**src/rtl/lamp_pkg.sv**
```systemverilog
// Shared constants for the lamp PWM block: system clock, tick rate and frame length.
package lamp_pkg;

  localparam int c_sys_freq    = 100000000;
  localparam int c_tick_hz     = 2000000;
  localparam int c_frame_ticks = 16666;

  // Bits needed to hold any duty from 0 up to a full frame.
  function automatic int duty_width(input int frame_ticks);
    return $clog2(frame_ticks + 1);
  endfunction

endpackage

```
**src/rtl/lamp_pwm_tick_gen.sv**
```systemverilog
// Prescaler producing a one-cycle tick enable every c_div enabled system clocks.
module tick_gen
  import lamp_pkg::*;
#(
  parameter int c_div = c_sys_freq / c_tick_hz
) (
  input  logic i_clk,
  input  logic i_rst_n,
  input  logic i_enable,
  output logic o_tick
);

  localparam int              c_pw   = (c_div > 1) ? $clog2(c_div) : 1;
  localparam logic [c_pw-1:0] c_last = c_pw'(c_div - 1);

  logic [c_pw-1:0] pre;
  logic            at_last;

  assign at_last = (pre == c_last);
  assign o_tick  = i_enable && at_last;

  // Disable parks the prescaler at 0 so the first tick after re-enable is c_div cycles out.
  always_ff @(posedge i_clk or negedge i_rst_n) begin
    if (!i_rst_n) begin
      pre <= '0;
    end else if (!i_enable || at_last) begin
      pre <= '0;
    end else begin
      pre <= pre + c_pw'(1);
    end
  end

endmodule

```
**src/rtl/lamp_pwm.sv**
```systemverilog
// Frame-synchronous multi-channel PWM: duties are double-buffered and only take effect at frame wrap.
module lamp_pwm
  import lamp_pkg::*;
#(
  parameter int c_freq     = c_sys_freq,
  parameter int c_tick_hz  = lamp_pkg::c_tick_hz,
  parameter int c_period   = c_frame_ticks,
  parameter int c_channels = 3,
  parameter int c_width    = duty_width(c_frame_ticks)
) (
  input  logic                          i_clk,
  input  logic                          i_rst_n,
  input  logic                          i_enable,
  input  logic [c_channels*c_width-1:0] i_duty,
  input  logic                          i_load,
  output logic                          o_pending,
  output logic [c_width-1:0]            o_count,
  output logic                          o_frame,
  output logic [c_channels-1:0]         o_pwm
);

  localparam int                 c_div  = c_freq / c_tick_hz;
  localparam logic [c_width-1:0] c_last = c_width'(c_period - 1);

  logic                          tick;
  logic                          wrap;
  logic                          apply;
  logic [c_width-1:0]            count;
  logic [c_channels*c_width-1:0] shadow;
  logic [c_channels*c_width-1:0] active;
  logic                          pending;
  logic [c_channels-1:0]         level_p0;
  logic [c_channels-1:0]         pwm_p1;
  logic                          frame_p1;

  // Count never exceeds c_period-1, so any duty >= c_period saturates to constant high.
  function automatic logic duty_on(input logic [c_width-1:0] pos,
                                   input logic [c_width-1:0] duty);
    return (pos < duty);
  endfunction

  tick_gen #(
    .c_div (c_div)
  ) u_tick_gen (
    .i_clk    (i_clk),
    .i_rst_n  (i_rst_n),
    .i_enable (i_enable),
    .o_tick   (tick)
  );

  assign wrap  = tick && (count == c_last);
  assign apply = pending && (wrap || !i_enable);

  always_ff @(posedge i_clk or negedge i_rst_n) begin
    if (!i_rst_n) begin
      count <= '0;
    end else if (!i_enable) begin
      count <= '0;
    end else if (tick) begin
      count <= wrap ? '0 : count + c_width'(1);
    end
  end

  // A load on the apply edge still lands in shadow and stays pending for the next wrap.
  always_ff @(posedge i_clk or negedge i_rst_n) begin
    if (!i_rst_n) begin
      shadow  <= '0;
      active  <= '0;
      pending <= 1'b0;
    end else begin
      if (apply) begin
        active <= shadow;
      end
      if (i_load) begin
        shadow  <= i_duty;
        pending <= 1'b1;
      end else if (apply) begin
        pending <= 1'b0;
      end
    end
  end

  // Stage 0: per-channel compare of the live count against the applied duty
  always_comb begin
    level_p0 = '0;
    for (int n = 0; n < c_channels; n++) begin
      level_p0[n] = duty_on(count, active[n*c_width +: c_width]);
    end
  end

  // Stage 1: registered outputs, one cycle behind count
  always_ff @(posedge i_clk or negedge i_rst_n) begin
    if (!i_rst_n) begin
      pwm_p1   <= '0;
      frame_p1 <= 1'b0;
    end else begin
      pwm_p1   <= i_enable ? level_p0 : '0;
      frame_p1 <= wrap;
    end
  end

  assign o_pwm     = pwm_p1;
  assign o_frame   = frame_p1;
  assign o_count   = count;
  assign o_pending = pending;

endmodule

```
**config.mk**
```make
export PLATFORM = sky130hd
export DESIGN_NAME = lamp_pwm
export DESIGN_NICKNAME = d
export VERILOG_FILES = /design/src/rtl/lamp_pkg.sv /design/src/rtl/lamp_pwm_tick_gen.sv /design/src/rtl/lamp_pwm.sv
export SDC_FILE = /design/constraint.sdc
export NUM_CORES = 1
export LEC_CHECK = 0
export BUFFER_PORTS_ARGS = -buffer_cell sky130_fd_sc_hd__buf_2
export CAP_MARGIN = 15
export CORE_ASPECT_RATIO = 0.5
export CORE_MARGIN = 8
export CORE_UTILIZATION = 58
export DETAILED_ROUTE_END_ITERATION = 8
export PLACE_DENSITY = 0.88
export SLEW_MARGIN = 10
export SYNTH_ARGS = -nofsm -noshare
export SYNTH_HDL_FRONTEND = slang
export SYNTH_SLANG_ARGS = --single-unit
```
**constraint.sdc**
```tcl
create_clock -name i_clk -period 2.49 [get_ports i_clk]
set_input_delay 0.249 -clock i_clk [delete_from_list [all_inputs] [get_ports i_clk]]
set_output_delay 0.249 -clock i_clk [all_outputs]
set_load 0.05 [all_outputs]
```
-- Word-level counts from Yosys, hierarchy flattened
Index checks and enable logic that the tools add are counted.
- eq/ne operators: 3
- reductions and logical operators: 7
- magnitude comparators: 3
- add/subtract/negate cells: 2
- multiplexer cells: 7
- operator list (kind ; number):
    less-than comparator 15 bit ; 3
    2-to-1 mux 15 bit ; 3
    adder 15 x 1 -> 15 bit, second input constant ; 1
    == test 15 bit, second input constant ; 1
    adder 6 x 1 -> 6 bit, second input constant ; 1
    == test 6 bit, second input constant ; 1
    2-to-1 mux 6 bit ; 1
    logical AND 1 bit ; 3
    2-to-1 mux 3 bit ; 1
    logical OR 1 bit ; 2
    2-to-1 mux 1 bit ; 2
    inequality test 2 x 1 -> 1 bit, second input constant ; 1
    nonzero test 2 bit ; 1
    zero test 1 bit ; 1
- output and inout port bits: 20
- bits in registers: 116
- input port bits: 49
- logic and storage cells: 29

-- Depth between registers and ports, before layout
- word-level depth: 7
- gate-level depth with buffers: 8
- gate-level depth less buffers: 7

-- Cells and area by module
Synthesis repeated with hierarchy kept, for this count alone.
- cell total of the unflattened synthesis: 468
- area total of the unflattened synthesis: 5866.9 µm²
- modules (own cells, without submodules) (module ; cells each ; instances ; area each (µm²)):
    lamp_pwm ; 440 ; 1 ; 5575.3
    tick_gen ; 28 ; 1 ; 291.5

-- Worst setup path before layout
OpenSTA, ideal clock, no wires.
- path type: reg-to-reg
- start: register count[0] (netlist: o_count[0])
- end: register active[10]
- slack: 0.148 ns
- cell stages (with the launch flop): 8
- arrival time: 2.217 ns
- library setup time: 0.125 ns
- path buffers: 1
- data required time: 2.365 ns
- path through: dfrtp_1 ha_1 nor4b_1 nand4_2 o21ai_4 nand2_4 buf_6 mux2_4
- word-level cells in the longest chain between the ends: 4
- ends and longest elaborated chain (item ; RTL line ; text):
    from (decl) ; lamp_pwm.sv:28 ; logic [c_width-1:0] count;
    from (signal assigned) ; lamp_pwm.sv:60 ; count <= wrap ? '0 : count + c_width'(1);
    == test 15 bit ; lamp_pwm.sv:51 ; assign wrap = tick && (count == c_last);
    logical AND 1 bit ; lamp_pwm.sv:51 ;
    logical OR 1 bit ; lamp_pwm.sv:52 ; assign apply = pending && (wrap || !i_enable);
    logical AND 1 bit ; lamp_pwm.sv:52 ;
    to (signal assigned) ; lamp_pwm.sv:72 ; active <= shadow;
    to (decl) ; lamp_pwm.sv:30 ; logic [c_channels*c_width-1:0] active;
Every way passes these cells.
A chain may end at the register's enable or synchronous reset.

-- Final worst setup path
- start: register count[12] (netlist: o_count[12])
- end: register active[38]
Same word-level chain as after synthesis.

==> results_dict.tcl <==
set metrics [dict create \
    hold_viol_final 0 \
    place_area_um2 6350 \
    yosysWarnings 0 \
    top_layer_used "met4" \
    min_to "shadow[43]$_DFFE_PN0P_" \
    h-tree-depth 4 \
    area_delta_synth_final_pct 20.5 \
    cts_buffers 17 \
    final_cell_area_um2 6970 \
    power_density_nw_per_um2 791 \
    drcViolationCount 0 \
    min_path_cells 2 \
    synth_top_area_share 0.502 \
    power.switching_mw 1.33 \
    ys_top_cells_by_area "dfrtp_1 50%, mux2_4 10%, ha_1 9.9%" \
    cp.arrival_ns 2.47 \
    outcome "complete, no violations" \
    reg2reg_slack_ns 0.32 \
    worstMarginPinSlew_ns 0.668 \
    clock-sinks 116 \
    fp-row-count 25 \
    synthesis.area_um2 5790 \
    clockRootBuffer "clkbuf_16" \
    r2r_start "o_count[12]$_DFFE_PN0P_" \
    power_frac_seq 0.410 \
    syn_inst 461 \
    grt_pass1_wl_mm 23.1 \
    worst_r2r_endpoint "active[38]$_DFFE_PN0P_" \
    drtIter0Drc 278 \
    drv_slew 0 \
    p_leak_nw 3.53 \
    totalWireLength_mm 14.2 \
    setup_viol 0 \
    hpwl_mm 9.26 \
    synth_seq_cells 116 \
    holdCritPathClass "in -> reg" \
    rsz0062_at_grt "false" \
    antenna_found_initial 0 \
    grt_pass1_vias 4307 \
    fin_crit_sh 0.873 \
    final_nets 646 \
    initial_core_util 0.605 \
    max_freq_mhz 460 \
    die-area_um2 13600 \
    vias 4021 \
    met1Wirelength_mm 6.17 \
    worstSetupStartpointType "flip-flop" \
    cpMaxStageDelayCell "dfrtp_1" \
    synth_cell_types 38 \
    insertion_delay_ns 0.42 \
    intPower_mw 4.19 \
    setup.worst_path.end_class "flip-flop" \
    core_area_um2 9570 \
    clockPowerShare 0.455 \
    ant_nets 0 \
    drt_pass1_iterations 4 \
    cp_cell_sequence "nor4b_1 -> nand4_2 -> o21ai_4 -> nand2_4 -> buf_4 -> mux2_4" \
    cts_tree "done" \
    clock_path_buffers 2 \
    critPathKind "reg -> reg" \
    avgSynthCellArea_um2 12.6 \
    period_needed_ns 2.17 \
    startpoint "o_count[12]$_DFFE_PN0P_" \
    die_h_um 86.6 \
    dp_cells 666 \
    vias_per_cell 5.74 \
    gp_congestion 0.861 \
    place_ws_ns 0.390 \
    synth_top_area_cell "dfrtp_1" \
    drive_above_1_share 0.365 \
    final_cells 700 \
    hold_start "i_duty[43]" \
    wl_met2_mm 6.65 \
    wl_met3_um 796 \
    crit_required_ns 2.79 \
    n_fill_cell 586 \
    rr_worst_depth 6 \
    clkTransAtPathRegs_ns 0.06 \
    max_stage_delay_ns 0.51 \
    vdd_drop_max_mv 0.591 \
    die_w_um 157 \
    grt_use_total 0.222 \
    skew_ns 0.00780 \
    cp_max_fo 19 \
    grt-ovfl-total 0 \
    pin_count 69 \
    wl_per_cell_um 20.3 \
    syn_nets 556 \
    yosysSeqAreaShare 0.502 \
    max_slew_margin 0.554 \
    drv_cap 0 \
    p_sw_frac 0.241 \
    setup_tns_ns 0 \
    grt_max_degree 50 \
    pwr-share-comb 0.135 \
    portBuffers 68 \
    layout_setup_ws_ns 0.316 \
]
power by group through the flow:
stage | Combinational, mW | Clock (mW) | Sequential, mW
2_1_floorplan | 0.515 | 0 | 2.24
3_3_place_gp | 0.670 | 0 | 2.27
3_5_place_dp | 0.717 | 0 | 2.28
4_1_cts | 0.743 | 2.52 | 2.26
5_1_grt | 0.807 | 2.62 | 2.29
6_report | 0.744 | 2.51 | 2.26
layer usage:
metal / track usage / vias to the layer above
met4: 0.148 / 0
met3: 0.0476 / 59
met2: 0.347 / 172
li1: - / 1808
met1: 0.274 / 1982
met5: 0 / -
registers in the layout, indices dropped and copies added, names as in the netlist:
name            cells
o_pending           1
o_count            15
u_tick_gen.pre      6
o_frame             1
o_pwm               3
shadow             45
active             45
cell usage after synthesis:
| library cell | n |
|---|---|
| o2bb2ai_1 | 1 |
| o21ai_4 | 1 |
| xnor2_1 | 7 |
| nand4_2 | 1 |
| o2111ai_1 | 2 |
| inv_1 | 49 |
| o31ai_1 | 2 |
| or4_1 | 1 |
| dfrtp_1 | 116 |
| a21o_1 | 5 |
| o21bai_1 | 1 |
| and2_1 | 2 |
| xor2_1 | 7 |
| mux2_2 | 50 |
| a21oi_1 | 16 |
| a211oi_1 | 4 |
| nand2_4 | 1 |
| and4bb_1 | 1 |
| clkbuf_1 | 7 |
| nor4_1 | 2 |
| nor4b_1 | 2 |
| nand2_1 | 14 |
| nand3_1 | 10 |
| o21ai_0 | 13 |
| buf_6 | 5 |
| ha_1 | 46 |
| a22oi_1 | 1 |
| nor2_1 | 25 |
| or3_1 | 1 |
| a2111oi_0 | 3 |
| nor4b_2 | 1 |
| nor2b_1 | 4 |
| o21ai_1 | 1 |
| and3_1 | 2 |
| nand4_1 | 9 |
| nand2b_1 | 2 |
| mux2_4 | 40 |
| nor3_1 | 6 |
cells in the final DEF (no fill, tap or decap), types with 3 or more instances in the layout:
master,count
dfrtp_1,116
buf_2,67
mux2_2,50
inv_1,49
ha_1,46
mux2_4,40
nor2_1,25
clkbuf_16,17
a21oi_1,16
nand2_1,14
o21ai_0,13
buf_4,13
nand3_1,10
nand4_1,9
xnor2_1,7
xor2_1,7
nor3_1,6
a21o_1,5
nor2b_1,4
a211oi_1,4
clkbuf_8,4
clkinv_2,4
a2111oi_0,3
bufinv_16,3
worst max-delay path: cells and delay by family, from the launching register on:
family          cells  cell delay (ns)
simple gates        3             0.73
flops               1             0.51
mux                 1             0.35
buf+inv             1             0.25
compound gates      1             0.21
per-stage QoR:
stage	total power [mW]	hold slack (ns)	utilization
floorplan	2.76	-0.0466	-
global placement	2.94	0.276	0.663
detailed placement	3.00	0.284	0.663
CTS	5.53	0.0550	0.728
global route	5.71	0.0548	0.728
finish	5.52	0.0598	0.728
cell families after synthesis:
kind of cell,Yosys count,share of synthesized area
adders and majority gates,46,0.0994
buffers and inverters,61,0.0460
AOI/OAI and AO/OA,50,0.0547
muxes,90,0.201
xor gates and xnor gates,14,0.0212
DFF,116,0.502
and+or+nand+nor,84,0.0761
worst max-delay path by stage:
stage                             endpoint  slack (ns)  depth (start not counted)
global placement    active[33]$_DFFE_PN0P_        0.45                          6
floorplan           active[10]$_DFFE_PN0P_        0.15                          7
detailed placement  active[39]$_DFFE_PN0P_        0.39                          6
CTS                 active[38]$_DFFE_PN0P_        0.36                          6
global route        active[41]$_DFFE_PN0P_        0.23                          6
finish              active[38]$_DFFE_PN0P_        0.32                          6
layout make-up:
type / instances / area (µm²) / share of cell area
timing repair buffer: 83 / 483 / 0.0693
clock inverter: 9 / 125 / 0.0179
tap: 135 / 169 / 0.0242
sequential: 116 / 2900 / 0.416
inverter: 49 / 184 / 0.0264
clock buffer: 23 / 488 / 0.0700
antenna: 1 / 2.50 / 0.000359
multi-input combinational: 284 / 2620 / 0.376
repair_timing:
action	in CTS	in global routing
hold buffers	1	0
gates resized for setup	0	0
endpoints found under the hold margin	44	0
buffers inserted	0	0
(Power assumes the default switching activity.)
